--- src/rtl/num_token_parser_if.sv ---
// Character-in / token-out port bundle for num_token_parser.
// The slave modport is the parser side; the master modport is the byte source and decoder side.
interface num_token_parser_if #(
    parameter int NUM_BITS = 16
);
    logic [7:0]          char_in;
    logic                char_valid;
    logic                char_ready;
    logic [NUM_BITS-1:0] num_out;
    logic [7:0]          term_out;
    logic                num_err;
    logic                num_valid;
    logic                num_ready;

    modport master (
        output char_in, char_valid, num_ready,
        input  char_ready, num_out, term_out, num_err, num_valid
    );

    modport slave (
        input  char_in, char_valid, num_ready,
        output char_ready, num_out, term_out, num_err, num_valid
    );
endinterface

--- src/rtl/num_token_parser.sv ---
// Signed decimal token parser: one ASCII byte per handshake in, {value, terminator, error} out.
// Define PARSER_FRAC_EN to accept a '.' fraction, whose digits are discarded (truncation toward zero).
module num_token_parser #(
    parameter int NUM_BITS = 16,
    parameter int ACC_BITS = NUM_BITS + 4
) (
    input  logic              clk,
    input  logic              reset,
    num_token_parser_if.slave bus
);

    typedef enum logic [2:0] {
        ST_IDLE   = 3'd0,
        ST_SIGN   = 3'd1,
        ST_DIGITS = 3'd2,
        ST_DONE   = 3'd3
`ifdef PARSER_FRAC_EN
        , ST_FRAC = 3'd4
`endif
    } state_t;

    localparam logic [ACC_BITS-1:0] ONE_ACC   = {{(ACC_BITS-1){1'b0}}, 1'b1};
    localparam logic [ACC_BITS-1:0] NEG_LIMIT = ONE_ACC << (NUM_BITS - 1);
    localparam logic [ACC_BITS-1:0] POS_LIMIT = NEG_LIMIT - ONE_ACC;
    localparam logic [ACC_BITS-1:0] ACC_MAX   = {ACC_BITS{1'b1}};
    localparam logic [7:0] CH_SPACE = 8'h20;
    localparam logic [7:0] CH_MINUS = 8'h2D;
    localparam logic [7:0] CH_PLUS  = 8'h2B;
`ifdef PARSER_FRAC_EN
    localparam logic [7:0] CH_DOT   = 8'h2E;
`endif

    function automatic logic is_digit(input logic [7:0] c);
        return (c >= 8'h30) && (c <= 8'h39);
    endfunction

    // For '0'..'9' the low nibble already equals (c ^ 0x30).
    function automatic logic [ACC_BITS-1:0] digit_acc(input logic [3:0] nib);
        return {{(ACC_BITS-4){1'b0}}, nib};
    endfunction

    function automatic logic [ACC_BITS-1:0] mul10_add(input logic [ACC_BITS-1:0] acc,
                                                      input logic [3:0] nib);
        logic [ACC_BITS+3:0] w;
        w = ({4'b0000, acc} << 3) + ({4'b0000, acc} << 1) + {{ACC_BITS{1'b0}}, nib};
        if (w[ACC_BITS+3:ACC_BITS] != 4'b0000) begin
            return ACC_MAX;
        end else begin
            return w[ACC_BITS-1:0];
        end
    endfunction

    function automatic logic over_limit(input logic [ACC_BITS-1:0] acc, input logic neg);
        return acc > (neg ? NEG_LIMIT : POS_LIMIT);
    endfunction

    function automatic logic [NUM_BITS-1:0] to_num(input logic [NUM_BITS-1:0] a, input logic neg);
        return neg ? (~a + {{(NUM_BITS-1){1'b0}}, 1'b1}) : a;
    endfunction

    state_t              state_r, state_s;
    logic [ACC_BITS-1:0] acc_r, acc_s;
    logic                neg_r, neg_s;
    logic                ovf_r, ovf_s;
    logic [NUM_BITS-1:0] num_out_r, num_out_s;
    logic [7:0]          term_out_r, term_out_s;
    logic                num_err_r, num_err_s;
    logic                num_valid_r, num_valid_s;
    logic                char_ready_r, char_ready_s;
    logic                accept_s, digit_s, finish_s, bad_s;
`ifdef PARSER_FRAC_EN
    logic                any_digit_r, any_digit_s;
`endif

    // Next state, accumulator update and result capture for the character accepted this edge
    always_comb begin
        state_s    = state_r;
        acc_s      = acc_r;
        neg_s      = neg_r;
        ovf_s      = ovf_r;
        num_out_s  = num_out_r;
        term_out_s = term_out_r;
        num_err_s  = num_err_r;
        finish_s   = 1'b0;
        bad_s      = 1'b0;
`ifdef PARSER_FRAC_EN
        any_digit_s = any_digit_r;
`endif
        accept_s = bus.char_valid && char_ready_r;
        digit_s  = is_digit(bus.char_in);

        case (state_r)
            ST_IDLE: begin
                if (!accept_s || (bus.char_in == CH_SPACE)) begin
                    state_s = ST_IDLE;
                end else if ((bus.char_in == CH_MINUS) || (bus.char_in == CH_PLUS)) begin
                    neg_s   = (bus.char_in == CH_MINUS);
                    state_s = ST_SIGN;
                end else if (digit_s) begin
                    acc_s   = digit_acc(bus.char_in[3:0]);
                    state_s = ST_DIGITS;
`ifdef PARSER_FRAC_EN
                    any_digit_s = 1'b1;
`endif
                end
`ifdef PARSER_FRAC_EN
                else if (bus.char_in == CH_DOT) begin
                    acc_s   = {ACC_BITS{1'b0}};
                    state_s = ST_FRAC;
                end
`endif
                else begin
                    finish_s = 1'b1;
                    bad_s    = 1'b1;
                end
            end
            ST_SIGN: begin
                if (!accept_s) begin
                    state_s = ST_SIGN;
                end else if (digit_s) begin
                    acc_s   = digit_acc(bus.char_in[3:0]);
                    state_s = ST_DIGITS;
`ifdef PARSER_FRAC_EN
                    any_digit_s = 1'b1;
`endif
                end
`ifdef PARSER_FRAC_EN
                else if (bus.char_in == CH_DOT) begin
                    acc_s   = {ACC_BITS{1'b0}};
                    state_s = ST_FRAC;
                end
`endif
                else begin
                    finish_s = 1'b1;
                    bad_s    = 1'b1;
                end
            end
            ST_DIGITS: begin
                if (!accept_s) begin
                    state_s = ST_DIGITS;
                end else if (digit_s) begin
                    acc_s = mul10_add(acc_r, bus.char_in[3:0]);
                end
`ifdef PARSER_FRAC_EN
                else if (bus.char_in == CH_DOT) begin
                    state_s = ST_FRAC;
                end
`endif
                else begin
                    finish_s = 1'b1;
                end
            end
`ifdef PARSER_FRAC_EN
            ST_FRAC: begin
                if (!accept_s) begin
                    state_s = ST_FRAC;
                end else if (digit_s) begin
                    any_digit_s = 1'b1;
                end else begin
                    finish_s = 1'b1;
                    bad_s    = !any_digit_r;
                end
            end
`endif
            ST_DONE: begin
                if (bus.num_ready) begin
                    state_s = ST_IDLE;
                    acc_s   = {ACC_BITS{1'b0}};
                    neg_s   = 1'b0;
                    ovf_s   = 1'b0;
`ifdef PARSER_FRAC_EN
                    any_digit_s = 1'b0;
`endif
                end else begin
                    state_s = ST_DONE;
                end
            end
            default: begin
                state_s = ST_IDLE;
            end
        endcase

        // Sticky: once the magnitude passes the signed range it stays flagged until the handshake.
        ovf_s = ovf_s | over_limit(acc_s, neg_s);

        if (finish_s) begin
            state_s    = ST_DONE;
            term_out_s = bus.char_in;
            num_err_s  = bad_s | ovf_r;
            num_out_s  = (bad_s | ovf_r) ? {NUM_BITS{1'b0}} : to_num(acc_r[NUM_BITS-1:0], neg_r);
        end else begin
            num_err_s  = num_err_r;
        end

        num_valid_s  = (state_s == ST_DONE);
        char_ready_s = (state_s != ST_DONE);
    end

    // State, accumulator and registered outputs; reset wins on any edge
    always_ff @(posedge clk) begin
        if (reset) begin
            state_r      <= ST_IDLE;
            acc_r        <= {ACC_BITS{1'b0}};
            neg_r        <= 1'b0;
            ovf_r        <= 1'b0;
            num_out_r    <= {NUM_BITS{1'b0}};
            term_out_r   <= 8'h00;
            num_err_r    <= 1'b0;
            num_valid_r  <= 1'b0;
            char_ready_r <= 1'b1;
`ifdef PARSER_FRAC_EN
            any_digit_r  <= 1'b0;
`endif
        end else begin
            state_r      <= state_s;
            acc_r        <= acc_s;
            neg_r        <= neg_s;
            ovf_r        <= ovf_s;
            num_out_r    <= num_out_s;
            term_out_r   <= term_out_s;
            num_err_r    <= num_err_s;
            num_valid_r  <= num_valid_s;
            char_ready_r <= char_ready_s;
`ifdef PARSER_FRAC_EN
            any_digit_r  <= any_digit_s;
`endif
        end
    end

    assign bus.char_ready = char_ready_r;
    assign bus.num_valid  = num_valid_r;
    assign bus.num_out    = num_out_r;
    assign bus.term_out   = term_out_r;
    assign bus.num_err    = num_err_r;

endmodule

--- src/flat_wrapper.sv ---
// flat-port wrapper written by rule: the top's interface ports become plain ports
module num_token_parser_flat 
#(
    parameter int NUM_BITS = 16,
    parameter int ACC_BITS = NUM_BITS + 4
)
  (clk, reset, bus_char_in, bus_char_valid, bus_num_ready, bus_char_ready, bus_num_out, bus_term_out, bus_num_err, bus_num_valid);
  num_token_parser_if #(.NUM_BITS(NUM_BITS)) bus_i ();
  input  logic clk;
  input  logic reset;
  input wire logic [$bits(bus_i.char_in)-1:0] bus_char_in;
  input wire logic [$bits(bus_i.char_valid)-1:0] bus_char_valid;
  input wire logic [$bits(bus_i.num_ready)-1:0] bus_num_ready;
  output wire logic [$bits(bus_i.char_ready)-1:0] bus_char_ready;
  output wire logic [$bits(bus_i.num_out)-1:0] bus_num_out;
  output wire logic [$bits(bus_i.term_out)-1:0] bus_term_out;
  output wire logic [$bits(bus_i.num_err)-1:0] bus_num_err;
  output wire logic [$bits(bus_i.num_valid)-1:0] bus_num_valid;
  assign bus_i.char_in = bus_char_in;
  assign bus_i.char_valid = bus_char_valid;
  assign bus_i.num_ready = bus_num_ready;
  assign bus_char_ready = bus_i.char_ready;
  assign bus_num_out = bus_i.num_out;
  assign bus_term_out = bus_i.term_out;
  assign bus_num_err = bus_i.num_err;
  assign bus_num_valid = bus_i.num_valid;
  num_token_parser #(.NUM_BITS(NUM_BITS), .ACC_BITS(ACC_BITS)) u_core (.clk(clk), .reset(reset), .bus(bus_i));
endmodule
--- config.mk ---
export PLATFORM = sky130hd
export DESIGN_NAME = num_token_parser_flat
export DESIGN_NICKNAME = d
export VERILOG_FILES = /design/src/rtl/num_token_parser_if.sv /design/src/rtl/num_token_parser.sv /design/src/flat_wrapper.sv
export SDC_FILE = /design/constraint.sdc
export NUM_CORES = 1
export LEC_CHECK = 0
export BUFFER_PORTS_ARGS = -buffer_cell sky130_fd_sc_hd__buf_2
export CORE_AREA = 4 4 105 107
export DETAILED_ROUTE_END_ITERATION = 12
export DIE_AREA = 0 0 109 111
export PLACE_DENSITY_LB_ADDON = 0.1
export SLEW_MARGIN = 20
export SYNTH_ARGS = -nofsm -noshare
export SYNTH_HDL_FRONTEND = slang
export SYNTH_SLANG_ARGS = --single-unit
export TNS_END_PERCENT = 20
--- constraint.sdc ---
create_clock -name clk -period 5.37 [get_ports clk]
set_input_delay 1.074 -clock clk [delete_from_list [all_inputs] [get_ports clk]]
set_output_delay 1.074 -clock clk [all_outputs]
set_load 0.01 [all_outputs]
# Word-level counts from Yosys, hierarchy flattened
# Cells that the tools add are included.
# classes
n_addsub	3
multipliers	0
n_div	0
order_cmp	3
eq_ne	8
shifts	0
mux	32
bitwise	3
n_reduce_logical	8
# op_table
op	n
20-bit two-way mux	8
20-bit case mux with 4 select lines	1
16-bit two-way mux	3
23-bit by 21-bit adder with 24-bit output	1
24-bit by 4-bit adder with 24-bit output	1
8-bit by 6-bit equality test with 1-bit output, second input constant	3
20-bit greater-than comparator	1
3-bit two-way mux	6
16-bit by 1-bit adder with 16-bit output, second input constant	1
16-bit inverter	1
3-bit case mux with 4 select lines	1
3-bit by 2-bit equality test with 1-bit output, second input constant	3
1-bit two-way mux	9
8-bit by 6-bit greater-or-equal comparator with 1-bit output, second input constant	1
8-bit by 6-bit <= comparator with 1-bit output, second input constant	1
1-bit case mux with 2 select lines	3
4-bit nonzero test	1
3-bit by 1-bit equality test with 1-bit output, second input constant	1
3-bit zero test	1
3-bit by 2-bit inequality test with 1-bit output, second input constant	1
1-bit logical AND	2
1-bit logical OR	2
2-bit two-way mux	1
1-bit bitwise OR	2
2 further kinds	2
# word_totals
regBits	52
latch_bits	0
ramBits	0
mem_bits_ro	0
inputBits	12
out_inout_bits	27
wordCells	66
mem_count	0

# Longest topological paths before layout
# logic_depth
ltp_word	9
depth_mapped	22
ltp_nobuf	20

# Worst setup path after synthesis
# No wires, ideal clock.
# synth_path
path_kind	input port to flip-flop
startpoint	in bus_char_in[3]
endpoint	reg u_core.ovf_r
setup_ns	0.139
arrival_time_ns	5.056
required_ns	5.231
path_slack_ns	0.175
cell_stages	21
n_path_buf	1
cell_sequence	inv_1 -> fa_1 -> inv_1 -> fa_1 -> a211oi_1 -> o211ai_1 -> nand2_1 -> a21oi_1 -> o311ai_0 -> o2111ai_2 -> buf_6 -> o21ai_0 -> nand2_1 -> ha_1 -> nor2b_1 -> o211ai_1 -> a211oi_1 -> a2111oi_0 -> o21ai_0 -> a22oi_1 -> a41oi_1
# synth_via
elab_chain_cells	8
elab_cells_between_ends	24
cone_classes	1 x add/sub; 3 x order compare; 3 x eq/ne; 12 x mux; 1 x bitwise; 4 x reduce/logical
# synth_lines
element	line	source
from (decl)	flat_wrapper.sv:11	input wire logic [$bits(bus_i.char_in)-1:0] bus_char_in;
24-bit by 4-bit adder with 24-bit output, or another cell as far along	num_token_parser.sv:45	w = ({4'b0000, acc} << 3) + ({4'b0000, acc} << 1) + {{ACC_BITS{1'b0}}, nib};
4-bit nonzero test or 1-bit logical AND (tied branches)	num_token_parser.sv:46, num_token_parser.sv:34	
20-bit two-way mux, on equally long branches	num_token_parser.sv:46, num_token_parser.sv:99, num_token_parser.sv:120	
20-bit two-way mux, on equally long branches	num_token_parser.sv:141, num_token_parser.sv:96	
20-bit two-way mux, on equally long branches	num_token_parser.sv:139, num_token_parser.sv:94	
20-bit case mux with 4 select lines *	num_token_parser.sv:92	case (state_r)
net u_core.acc_s[1]	num_token_parser.sv:62	logic [ACC_BITS-1:0] acc_r, acc_s;
20-bit greater-than comparator *	num_token_parser.sv:54	return acc > (neg ? NEG_LIMIT : POS_LIMIT);
1-bit bitwise OR *	num_token_parser.sv:184	ovf_s = ovf_s | over_limit(acc_s, neg_s);
to (signal assigned)	num_token_parser.sv:218	ovf_r <= ovf_s;
to (decl)	num_token_parser.sv:64	logic ovf_r, ovf_s;
# The timed path passes the listed nets; every way through them passes the cells marked *.
# A chain may end at the register's enable or synchronous reset.

# Worst setup path after layout
# Ends and elaborated chain as after synthesis.

==> results.toml <==
[die]
die_y_um = 111
rows = 37
io_pins = 39
core_area_mm2 = 0.01014
start_util = 0.4292
die_w_um = 109
dieArea_mm2 = 0.01210

[power]
worst_ir_drop_vdd_mv = 0.1068
p_leak_uw = 0.002322
pwr_density_cell_mw_per_mm2 = 144.6

[outcome]
status = "finished clean"

[place]
dp_hpwl_um = 9221
place_area_mm2 = 0.004837
port_buffers = 38
placed_cells = 727
gp_congestion = 0.8670

[route]
dr.pass1.iters = 6
viasPerCell = 5.624
routedWlPerCell_um = 16.18
routed_wl_um = 11890
drc_errors = 0
vias = 4134
drt-initial-drc-count = 344
ant_nets = 0

[global_routing]
grt.overflow.total = 0
antenna_found_initial = 0
grt_max_degree = 50
grt_pass1_wl_um = 19730
grt_pass1_vias = 3974
grtUsageTotal = 0.2008

[cells_and_area]
diodes = 0
post-route-util = 0.4908
final_layout_size_suffix_gt1_frac = 0.1820
final_cells = 735
area_growth_pct = 14.35
stdcell_area_mm2 = 0.004976
num-nets-final = 668

[critical_path]
cp_data_required_time_ns = 5.53
r2r-start = "u_core.acc_r[2]$_SDFF_PP0_"
critPathArrivalTime_ns = 5.14
cp_max_fo = 14
r2r_cells = 20
timing_worst_setup_path_type = "primary input to register"
endpoint_kind = "register"
critPathLaunchType = "primary input"
cp-startpoint = "bus_char_in[3]"

[clock_network]
cts_buffers = 5
cts_resized = 0
root_buffer = "clkbuf_8"
cts_sinks = 52
ctsHoldBuffers = 0
h-tree-depth = 2
clk_pin_slew_ns = 0.11
clk_latency_ns = 0.32
cts_tree = "built"
clockBufferDepth = 2
cts_setup_buffers = 0

[synthesis]
synth.largest_area_cell = "dfxtp_1"
async_flop_share = 0
synthTopCellsByArea = "dfxtp_1 (24%), ha_1 (16%), nand2_1 (6.6%)"
synth_flop_cell = "dfxtp_1"
ys_ff_latch = 52
syn_avg_cell_area_um2 = 7.999
yosys_warnings = 0
synth_top_area_frac = 0.2392
seq_area_frac_synth = 0.2392
synth_edf_count = 0
yosysUniqueCellTypes = 69
syn-num-nets = 614
netlist_area_mm2 = 0.004352
synthCells = 544

[sta]
tns_ns = 0
drv_slew = 0
fin_crit_ns = 4.976
worst_pin_slew_ns = 0.9520
finalSetupViolCount = 0
relSlewSlack = 0.3653
max_freq_ghz = 0.2010
finalClockSkew_ns = 0.009762
post-route-period-util = 0.9267
finalHoldViolCount = 0
holdWs_ns = 0.4577

[min_path]
min_path_type = "register to register"
hold_depth = 2
min_from = "u_core.bus.term_out[6]$_SDFFE_PP0P_"

[flow_run]
drv_cap = 0
-- cells in the mapped netlist (all sizes together), types with 4 or more instances --
| master | n |
|---|---|
| a211oi | 5 |
| a21o | 9 |
| a21oi | 55 |
| a22oi | 21 |
| a31oi | 5 |
| and2 | 6 |
| buf | 11 |
| clkbuf | 15 |
| dfxtp | 52 |
| ha | 56 |
| inv | 12 |
| nand2 | 77 |
| nand3 | 15 |
| nand4 | 7 |
| nor2 | 43 |
| nor2b | 5 |
| nor3 | 11 |
| nor4 | 5 |
| o211ai | 7 |
| o21ai | 43 |
| o31ai | 5 |
| o41ai | 4 |
| xnor2 | 21 |
| xor2 | 11 |
-- layout make-up --
type / instances / area, um2
Clock buffer: 5 / 68.82
Clock inverter: 3 / 26.28
Fill cell: 980 / 5162
Inverter: 12 / 45.04
Multi-Input combinational cell: 454 / 3168
Sequential cell: 52 / 1041
Tap cell: 136 / 170.2
Timing Repair Buffer: 73 / 456.7
-- path summary, 6_finish.rpt --
check,endpoint,slack [ns]
setup / recovery,u_core.ovf_r$_SDFF_PP0_,0.39
hold / removal,u_core.bus.term_out[6]$_SDFFE_PP0P_,0.46
hold reg to reg,u_core.bus.term_out[6]$_SDFFE_PP0P_,0.46
setup reg to reg,u_core.ovf_r$_SDFF_PP0_,0.78
-- stage by stage --
stage          setup slack (ns)  total power [uW]
3_5_place_dp            -0.2124             481.3
2_1_floorplan            0.1750             453.5
3_3_place_gp            -0.1698             480.3
4_1_cts                  0.1293             732.2
5_1_grt               -0.002459             755.9
6_report                 0.3936             719.4
-- state kept, by name, summed over array words and instances (netlist names) --
register and count:
u_core.bus.char_ready 1, u_core.acc_r 20, u_core.bus.num_valid 1, u_core.neg_r 1
u_core.bus.term_out 8, u_core.bus.num_out 16, u_core.state_r 3, u_core.ovf_r 1
u_core.bus.num_err 1
-- power by group --
group	leakage (uW)	total [uW]	internal (uW)	switching, uW
sequential	0.000421	398	391	6.94
clock	0.0000487	246	95.5	151
combinational	0.00185	74.8	27.5	47.2
-- critical path, cell delays in order --
cell,delay [ns]
buf_2,0.09
inv_1,0.07
fa_1,0.53
inv_1,0.07
fa_1,0.47
a211oi_2,0.27
o211ai_1,0.16
and2_1,0.18
o2111ai_1,0.20
o311ai_2,0.14
o2111ai_2,0.09
buf_6,0.20
o211ai_2,0.12
a22oi_1,0.25
ha_1,0.28
nand4_1,0.14
a21oi_1,0.05
a2111oi_1,0.33
o21ai_0,0.13
a22oi_1,0.17
a41oi_1,0.12
-- kinds of logic after synthesis --
group / after synthesis / synth area share
AO/OA/AOI/OAI: 177 / 0.2757
XOR/XNOR: 32 / 0.06441
adder cells (fa/ha/maj): 58 / 0.1702
buffers and inverters: 38 / 0.04198
flip-flops: 52 / 0.2392
multiplexers: 2 / 0.004601
other: 1 / 0.0008617
AND/OR/NAND/NOR: 184 / 0.2030
-- metal layers --
metal  global-route usage  up-vias  wire length (um)
li1                     -     2112                 -
met1               0.2805     1911              5827
met2               0.3198       92              5366
met3              0.03087       19               493
met4              0.05219        0               206
met5                    0        -                 0
-- cell usage in the layout (no fill, tap or decap), types with 3 or more instances in the layout --
cell / Yosys / layout
xnor2_1: 21 / 21
ha_1: 56 / 56
inv_1: 12 / 12
a211oi_1: 5 / 3
nand2_1: 76 / 76
o21ai_0: 38 / 29
o31ai_1: 4 / 4
nor3_1: 10 / 10
nand3_1: 15 / 15
nor3b_1: 3 / 3
a21oi_1: 52 / 52
nand2b_1: 3 / 3
a22oi_1: 21 / 21
dfxtp_1: 52 / 52
and2_1: 6 / 6
o21ai_2: 2 / 3
o21a_1: 3 / 3
nor4_1: 4 / 4
buf_4: 0 / 34
nor2_1: 43 / 43
o21ai_1: 3 / 11
buf_2: 6 / 38
o211ai_1: 6 / 6
a31oi_1: 4 / 4
nor2b_1: 5 / 5
xor2_1: 11 / 11
clkbuf_8: 0 / 5
a21o_1: 9 / 9
nand4_1: 7 / 7
(Power assumes the default switching activity.)
